--- config.mk ---
export PLATFORM = sky130hd
export DESIGN_NAME = present80_dec
export DESIGN_NICKNAME = d
export VERILOG_FILES = /design/src/rtl/present_pkg.sv /design/src/rtl/inv_sbox.sv /design/src/rtl/sbox.sv /design/src/rtl/present80_dec.sv
export SDC_FILE = /design/constraint.sdc
export NUM_CORES = 1
export LEC_CHECK = 0
export CAP_MARGIN = 10
export CORE_ASPECT_RATIO = 1.25
export CORE_MARGIN = 4
export CORE_UTILIZATION = 55
export DETAILED_ROUTE_END_ITERATION = 6
export GPL_ROUTABILITY_DRIVEN = 0
export PLACE_DENSITY = 0.82
export SETUP_SLACK_MARGIN = 0.3
export SLEW_MARGIN = 10
export SYNTH_ARGS = -nofsm -noshare
export SYNTH_HDL_FRONTEND = slang
export SYNTH_SLANG_ARGS = --single-unit
--- constraint.sdc ---
create_clock -name clk -period 2.7 [get_ports clk]
set_input_delay 0.54 -clock clk [delete_from_list [all_inputs] [get_ports clk]]
set_output_delay 0.54 -clock clk [all_outputs]
set_load 0.05 [all_outputs]
--- src/rtl/present_pkg.sv ---
// Shared types and pure datapath helpers for the PRESENT-80 decryptor:
// FSM encoding, widths, inverse bit permutation and key-schedule steps.
package present_pkg;

  localparam int KEY_W      = 80;
  localparam int BLK_W      = 64;
  localparam int ROUNDS_DEF = 31;

  typedef enum logic [2:0] {
    ST_IDLE,
    ST_KEYEXP,
    ST_WHITEN,
    ST_DEC,
    ST_DONE
  } fsm_t;

  // Inverse pLayer: forward moves bit i to (16*i) mod 63, so gather from there.
  function automatic logic [BLK_W-1:0] inv_player(input logic [BLK_W-1:0] din);
    logic [BLK_W-1:0] dout;
    dout = '0;
    for (int i = 0; i < 63; i++) begin
      dout[i] = din[(16 * i) % 63];
    end
    dout[63] = din[63];
    return dout;
  endfunction

  // Forward step; s_top is S(k[18:15]), the nibble that lands on top after k<<<61.
  function automatic logic [KEY_W-1:0] key_fwd_step(input logic [KEY_W-1:0] k,
                                                    input logic [3:0]       s_top,
                                                    input logic [4:0]       rnd);
    logic [KEY_W-1:0] r;
    r          = {k[18:0], k[79:19]};
    r[79:76]   = s_top;
    r[19:15]   = r[19:15] ^ rnd;
    return r;
  endfunction

  // Inverse step; si_top is S^-1(k[79:76]). Undoes key_fwd_step for the same rnd.
  function automatic logic [KEY_W-1:0] key_inv_step(input logic [KEY_W-1:0] k,
                                                    input logic [3:0]       si_top,
                                                    input logic [4:0]       rnd);
    logic [KEY_W-1:0] t;
    t          = k;
    t[19:15]   = t[19:15] ^ rnd;
    t[79:76]   = si_top;
    return {t[60:0], t[79:61]};
  endfunction

endpackage

--- src/rtl/inv_sbox.sv ---
// PRESENT inverse 4-bit S-box, purely combinational.
module inv_sbox (
  input  logic [3:0] din,
  output logic [3:0] dout
);

  always_comb begin
    dout = 4'h0;
    case (din)
      4'h0: dout = 4'h5;  4'h1: dout = 4'hE;  4'h2: dout = 4'hF;  4'h3: dout = 4'h8;
      4'h4: dout = 4'hC;  4'h5: dout = 4'h1;  4'h6: dout = 4'h2;  4'h7: dout = 4'hD;
      4'h8: dout = 4'hB;  4'h9: dout = 4'h4;  4'hA: dout = 4'h6;  4'hB: dout = 4'h3;
      4'hC: dout = 4'h0;  4'hD: dout = 4'h7;  4'hE: dout = 4'h9;  4'hF: dout = 4'hA;
      default: dout = 4'h0;
    endcase
  end

endmodule

--- src/rtl/sbox.sv ---
// PRESENT forward 4-bit S-box, purely combinational.
module sbox (
  input  logic [3:0] din,
  output logic [3:0] dout
);

  // NOTE: default assignment before the case keeps every path driven, so no latch is inferred.
  always_comb begin
    dout = 4'h0;
    case (din)
      4'h0: dout = 4'hC;  4'h1: dout = 4'h5;  4'h2: dout = 4'h6;  4'h3: dout = 4'hB;
      4'h4: dout = 4'h9;  4'h5: dout = 4'h0;  4'h6: dout = 4'hA;  4'h7: dout = 4'hD;
      4'h8: dout = 4'h3;  4'h9: dout = 4'hE;  4'hA: dout = 4'hF;  4'hB: dout = 4'h8;
      4'hC: dout = 4'h4;  4'hD: dout = 4'h7;  4'hE: dout = 4'h1;  4'hF: dout = 4'h2;
      default: dout = 4'h0;
    endcase
  end

endmodule

--- src/rtl/present80_dec.sv ---
// Iterative PRESENT-80 decryptor, one inverse round per clock.
// Optional K32 cache enabled by defining PRESENT_DEC_KEYCACHE_EN.
module present80_dec
  import present_pkg::*;
#(
  parameter int ROUNDS = ROUNDS_DEF
) (
  input  logic             clk,
  input  logic             rst_n,
  input  logic             start,
  input  logic [KEY_W-1:0] key_in,
  input  logic [BLK_W-1:0] ct_in,
  output logic             busy,
  output logic             done,
  output logic [BLK_W-1:0] pt_out
);

  localparam logic [4:0] RND_LAST = 5'(ROUNDS);

  fsm_t             fsm;
  logic [BLK_W-1:0] state;
  logic [KEY_W-1:0] key;
  logic [4:0]       rnd;

  logic [BLK_W-1:0] state_pinv;
  logic [BLK_W-1:0] state_sinv;
  logic [3:0]       key_s_fwd;
  logic [3:0]       key_s_inv;
  logic [KEY_W-1:0] key_next;
  logic [KEY_W-1:0] key_prev;

`ifdef PRESENT_DEC_KEYCACHE_EN
  logic [KEY_W-1:0] cache_key;
  logic [KEY_W-1:0] cache_k32;
  logic             cache_valid;
`endif

  assign state_pinv = inv_player(state);

  for (genvar g = 0; g < 16; g++) begin : g_sinv
    inv_sbox u_inv_sbox (
      .din  (state_pinv[4*g +: 4]),
      .dout (state_sinv[4*g +: 4])
    );
  end

  inv_sbox u_key_inv_sbox (
    .din  (key[79:76]),
    .dout (key_s_inv)
  );

  sbox u_key_sbox (
    .din  (key[18:15]),
    .dout (key_s_fwd)
  );

  assign key_next = key_fwd_step(key, key_s_fwd, rnd);
  assign key_prev = key_inv_step(key, key_s_inv, rnd);

  // NOTE: all state here uses non-blocking assignments so every register samples pre-edge values.
  always_ff @(posedge clk or negedge rst_n) begin
    if (!rst_n) begin
      fsm    <= ST_IDLE;
      busy   <= 1'b0;
      done   <= 1'b0;
      pt_out <= '0;
      state  <= '0;
      key    <= '0;
      rnd    <= '0;
`ifdef PRESENT_DEC_KEYCACHE_EN
      // NOTE: cache storage is reset explicitly; a stale valid bit would hand out a wrong K32.
      cache_key   <= '0;
      cache_k32   <= '0;
      cache_valid <= 1'b0;
`endif
    end else begin
      done <= 1'b0;
      case (fsm)
        ST_IDLE: begin
          if (start) begin
            busy <= 1'b1;
`ifdef PRESENT_DEC_KEYCACHE_EN
            if (cache_valid && (key_in == cache_key)) begin
              // Hit: whitening is folded into the accept edge, rounds start next edge.
              key   <= cache_k32;
              state <= ct_in ^ cache_k32[79:16];
              rnd   <= RND_LAST;
              fsm   <= ST_DEC;
            end else begin
              key         <= key_in;
              state       <= ct_in;
              rnd         <= 5'd1;
              fsm         <= ST_KEYEXP;
              cache_key   <= key_in;
              cache_valid <= 1'b0;
            end
`else
            key   <= key_in;
            state <= ct_in;
            rnd   <= 5'd1;
            fsm   <= ST_KEYEXP;
`endif
          end
        end

        ST_KEYEXP: begin
          key <= key_next;
          if (rnd == RND_LAST) begin
            fsm <= ST_WHITEN;
`ifdef PRESENT_DEC_KEYCACHE_EN
            cache_k32   <= key_next;
            cache_valid <= 1'b1;
`endif
          end else begin
            rnd <= rnd + 5'd1;
          end
        end

        ST_WHITEN: begin
          state <= state ^ key[79:16];
          rnd   <= RND_LAST;
          fsm   <= ST_DEC;
        end

        ST_DEC: begin
          key   <= key_prev;
          state <= state_sinv ^ key_prev[79:16];
          if (rnd == 5'd1) begin
            fsm <= ST_DONE;
          end else begin
            rnd <= rnd - 5'd1;
          end
        end

        ST_DONE: begin
          done   <= 1'b1;
          pt_out <= state;
          busy   <= 1'b0;
          fsm    <= ST_IDLE;
        end

        default: fsm <= ST_IDLE;
      endcase
    end
  end

endmodule

==> impl_metrics.env <==
export IMPL_cp_end_kind="flop"
export IMPL_synth_async_reset_ratio=1.00
export IMPL_postSynthCellCount=1635
export IMPL_syn_area_um2=15200
export IMPL_ys_seq_area_frac=0.359
export IMPL_die_height_um=194
export IMPL_placed_cell_area_um2=17600
export IMPL_intPower_w=0.0114
export IMPL_drive_above_1_share=0.0813
export IMPL_comb_power_share=0.504
export IMPL_violations="design-rule violations"
export IMPL_clock_root_buffer="clkbuf_16"
export IMPL_ys_seq_elements=218
export IMPL_htreeDepth=1
export IMPL_cts_tree="built"
export IMPL_dieArea_um2=30300
export IMPL_die_x_um=157
export IMPL_hpwl_um=37300
export IMPL_peakVddDrop_mv=0.592
export IMPL_drt_iter0_markers=1815
export IMPL_synth_distinct_cells=55
export IMPL_fmax_ghz=0.432
export IMPL_slew_violations=0
export IMPL_antenna_cells=0
export IMPL_power_density_nw_per_um2=1200
export IMPL_grt_pass1_wl_um=76600
export IMPL_track_usage=0.322
export IMPL_crit_buf_inv=1
export IMPL_status="finished, violations left"
export IMPL_grt_max_degree=104
export IMPL_path_cells="inv_1, ha_1, nor2b_1, o21ba_2, o32ai_2, xor2_1, o21ai_1"
export IMPL_clkPwrFrac=0.151
export IMPL_clockBufferDepth=3
export IMPL_path_class="reg2reg"
export IMPL_path_clk_slew_ns=0.07
export IMPL_slowest_delay_ns=0.48
export IMPL_start_util=0.562
export IMPL_p_leak_nw=7.82
export IMPL_post_cts_buffers=0
export IMPL_synth_edff_count=0
export IMPL_wl_per_cell_um=23.9
export IMPL_worstPathMaxFanout=7
export IMPL_slowest_stage="dfrtp_1"
export IMPL_antenna_found_initial=0
export IMPL_cts_buffers=24
export IMPL_cp_start_kind="flop"
export IMPL_arrival_ns=2.72
export IMPL_numClockSinks=218
export IMPL_portBuffers=212
export IMPL_cap_violations=0
export IMPL_grt_pass1_vias=13500
export IMPL_relSlewSlack=0.386
export IMPL_nets=2039
export IMPL_num_vias=14100
export IMPL_area_delta_synth_final_pct=21.2
export IMPL_min_path_type="reg2reg"
export IMPL_hold_viol_final=0
export IMPL_skew_ns=0.0161
export IMPL_final_setup_tns_ns=0
export IMPL_drcViolationCount=1
export IMPL_clk_latency_ns=0.54
export IMPL_vias_per_cell=6.59
export IMPL_synth_fp_nets=1894
export IMPL_dr_pass1_iters=7
export IMPL_seq_power_share=0.345
export IMPL_rsz0062_at_grt="no"
export IMPL_cp_required_ns=3.11
export IMPL_syn_avg_cell_area_um2=9.29
export IMPL_num_rows=67
export IMPL_synth_warnings=0
export IMPL_wl_um=51100
export IMPL_setup_viol=0
export IMPL_fin_crit_ns=2.31
export IMPL_period_share=0.857
export IMPL_swShare=0.484
export IMPL_final_area_um2=18400
export IMPL_ant_nets=0
export IMPL_core_um2=27000
export IMPL_p_sw_w=0.0107
export IMPL_path_delay_family="compound AO/OA/AOI/OAI gates"
export IMPL_tightest_slew_ns=0.921
export IMPL_overflow=0
export IMPL_io_pin_count=213
export IMPL_synthFlopType="dfrtp_1"
-- worst paths after layout --
kind,slack (ns),end,depth (start not counted),startpoint
worst max-delay path,0.39,state[22],7,state[5]
worst max register to register,0.39,state[22],7,state[5]
max in group asynchronous,1.41,pt_out[34],3,rst_n
worst min register to register,0.48,pt_out[5],1,pt_out[5]
worst min-delay path,0.48,pt_out[5],1,pt_out[5]
min in group asynchronous,0.54,busy,2,rst_n
-- cell usage in the layout (no fill, tap or decap), types with 3 or more instances in the layout --
cell type          n
dfrtp_1          217
clkdlybuf4s50_1  211
a21oi_1          147
nor2_1           145
o21ai_1          124
nand2_1          113
ha_1             112
inv_1             89
mux2i_1           87
o21ai_0           78
xnor2_1           63
a32oi_1           46
mux2_1            40
mux2_2            36
o221ai_1          31
xor2_1            26
clkbuf_16         25
a211oi_1          21
mux4_2            21
buf_4             21
buf_12            12
a32o_1            11
clkbuf_8          10
a221oi_1           9
nor2b_1            7
nand2b_1           7
o311a_1            7
nor3_1             7
a31oi_1            6
a221o_1            5
and3_1             4
a21o_1             4
nor3b_1            4
a222oi_1           4
inv_2              3
o31ai_1            3
o211a_1            3
clkbuf_1           3
-- sequential cells by signal, summed over array words and instances, names as in the netlist --
| register | flops |
|---|---|
| busy | 1 |
| rnd | 5 |
| done | 1 |
| key | 80 |
| state | 64 |
| fsm | 3 |
| pt_out | 64 |
-- per-layer routing --
metal | vias to the layer above | track usage | part of all wire
met5 | - | 0 | 0
met4 | 0 | 0.191 | 0.078
met3 | 251 | 0.0730 | 0.12
met2 | 993 | 0.495 | 0.45
met1 | 6728 | 0.413 | 0.35
li1 | 6132 | - | -
-- synth_stat cells, drive strengths merged (2+ instances only) --
| cell | n | area [um2] |
|---|---|---|
| mux2 | 76 | 856 |
| dfrtp | 218 | 5460 |
| a22oi | 2 | 20.0 |
| nand2 | 114 | 428 |
| a211oi | 21 | 158 |
| a32o | 11 | 110 |
| and3 | 4 | 25.0 |
| mux4 | 21 | 473 |
| xor2 | 26 | 228 |
| nor2 | 145 | 544 |
| a221o | 5 | 50.1 |
| nand3 | 2 | 10.0 |
| a32oi | 46 | 403 |
| nand2b | 9 | 56.3 |
| nor3 | 8 | 45.0 |
| inv | 92 | 345 |
| buf | 75 | 399 |
| a222oi | 4 | 40.0 |
| xnor2 | 63 | 552 |
| nor2b | 7 | 43.8 |
| o221ai | 31 | 272 |
| a21oi | 147 | 736 |
| clkbuf | 52 | 195 |
| o21ai | 204 | 1020 |
| o211a | 3 | 30.0 |
| nand4 | 2 | 12.5 |
| a221oi | 9 | 78.8 |
| o211ai | 2 | 15.0 |
| a31oi | 6 | 37.5 |
| ha | 112 | 1400 |
| o311a | 7 | 70.1 |
| nor3b | 5 | 42.5 |
| mux2i | 87 | 871 |
| o31ai | 3 | 22.5 |
| a21o | 4 | 30.0 |
-- cells by family (layout without fill, tap and decap cells) --
family	count (synthesis)	in the layout	share of synthesized area
xor+xnor	89	89	0.0513
simple gates	300	300	0.0818
mux	184	184	0.145
flops	218	218	0.359
fa+ha+maj	112	112	0.0923
compound gates	513	513	0.209
buf+inv	219	379	0.0619
-- final cells by class --
cell class              instances  area, um2
multi-input cells            1198       8840
clock inverters                 3       17.5
fillers                      1988       8590
well taps                     345        432
flip-flops and latches        218       5460
inverters                      92        345
clock buffers                  38        774
repair buffers                246       2530
-- metrics by stage --
step	cells	setup WS (ns)	total power [W]	util	hold WS [ns]
floorplan	1635	0.777	0.0145	-	0.244
global placement	2098	0.357	0.0176	0.652	0.468
detailed placement	2098	0.306	0.0182	0.652	0.474
CTS	2140	0.387	0.0216	0.682	0.487
global route	2140	0.345	0.0233	0.682	0.491
finish	2140	0.386	0.0221	0.682	0.482
-- power groups by stage --
stage	clock [W]	combinational, W	sequential (W)
global placement	0	0.0103	0.00737
global route	0.00346	0.0121	0.00766
finish	0.00334	0.0111	0.00762
floorplan	0	0.00874	0.00572
detailed placement	0	0.0108	0.00744
CTS	0.00333	0.0109	0.00739
-- what timing repair did --
| item | CTS | global route |
|---|---|---|
| hold buffers | 1 | 0 |
| endpoints found under the setup margin | 0 | 1 |
| hold endpoints to repair | 59 | 0 |
| resized for setup | 0 | 1 |
-- worst register-to-register path, delay by kind of cell (launching register included) --
kind / cells / cell delay [ns]
DFF: 1 / 0.48
AOI/OAI and AO/OA: 3 / 0.54
and+or+nand+nor: 1 / 0.17
adders and majority gates: 1 / 0.36
buffers and inverters: 1 / 0.17
xor gates and xnor gates: 1 / 0.47
Power figures use the tool's default switching activity.
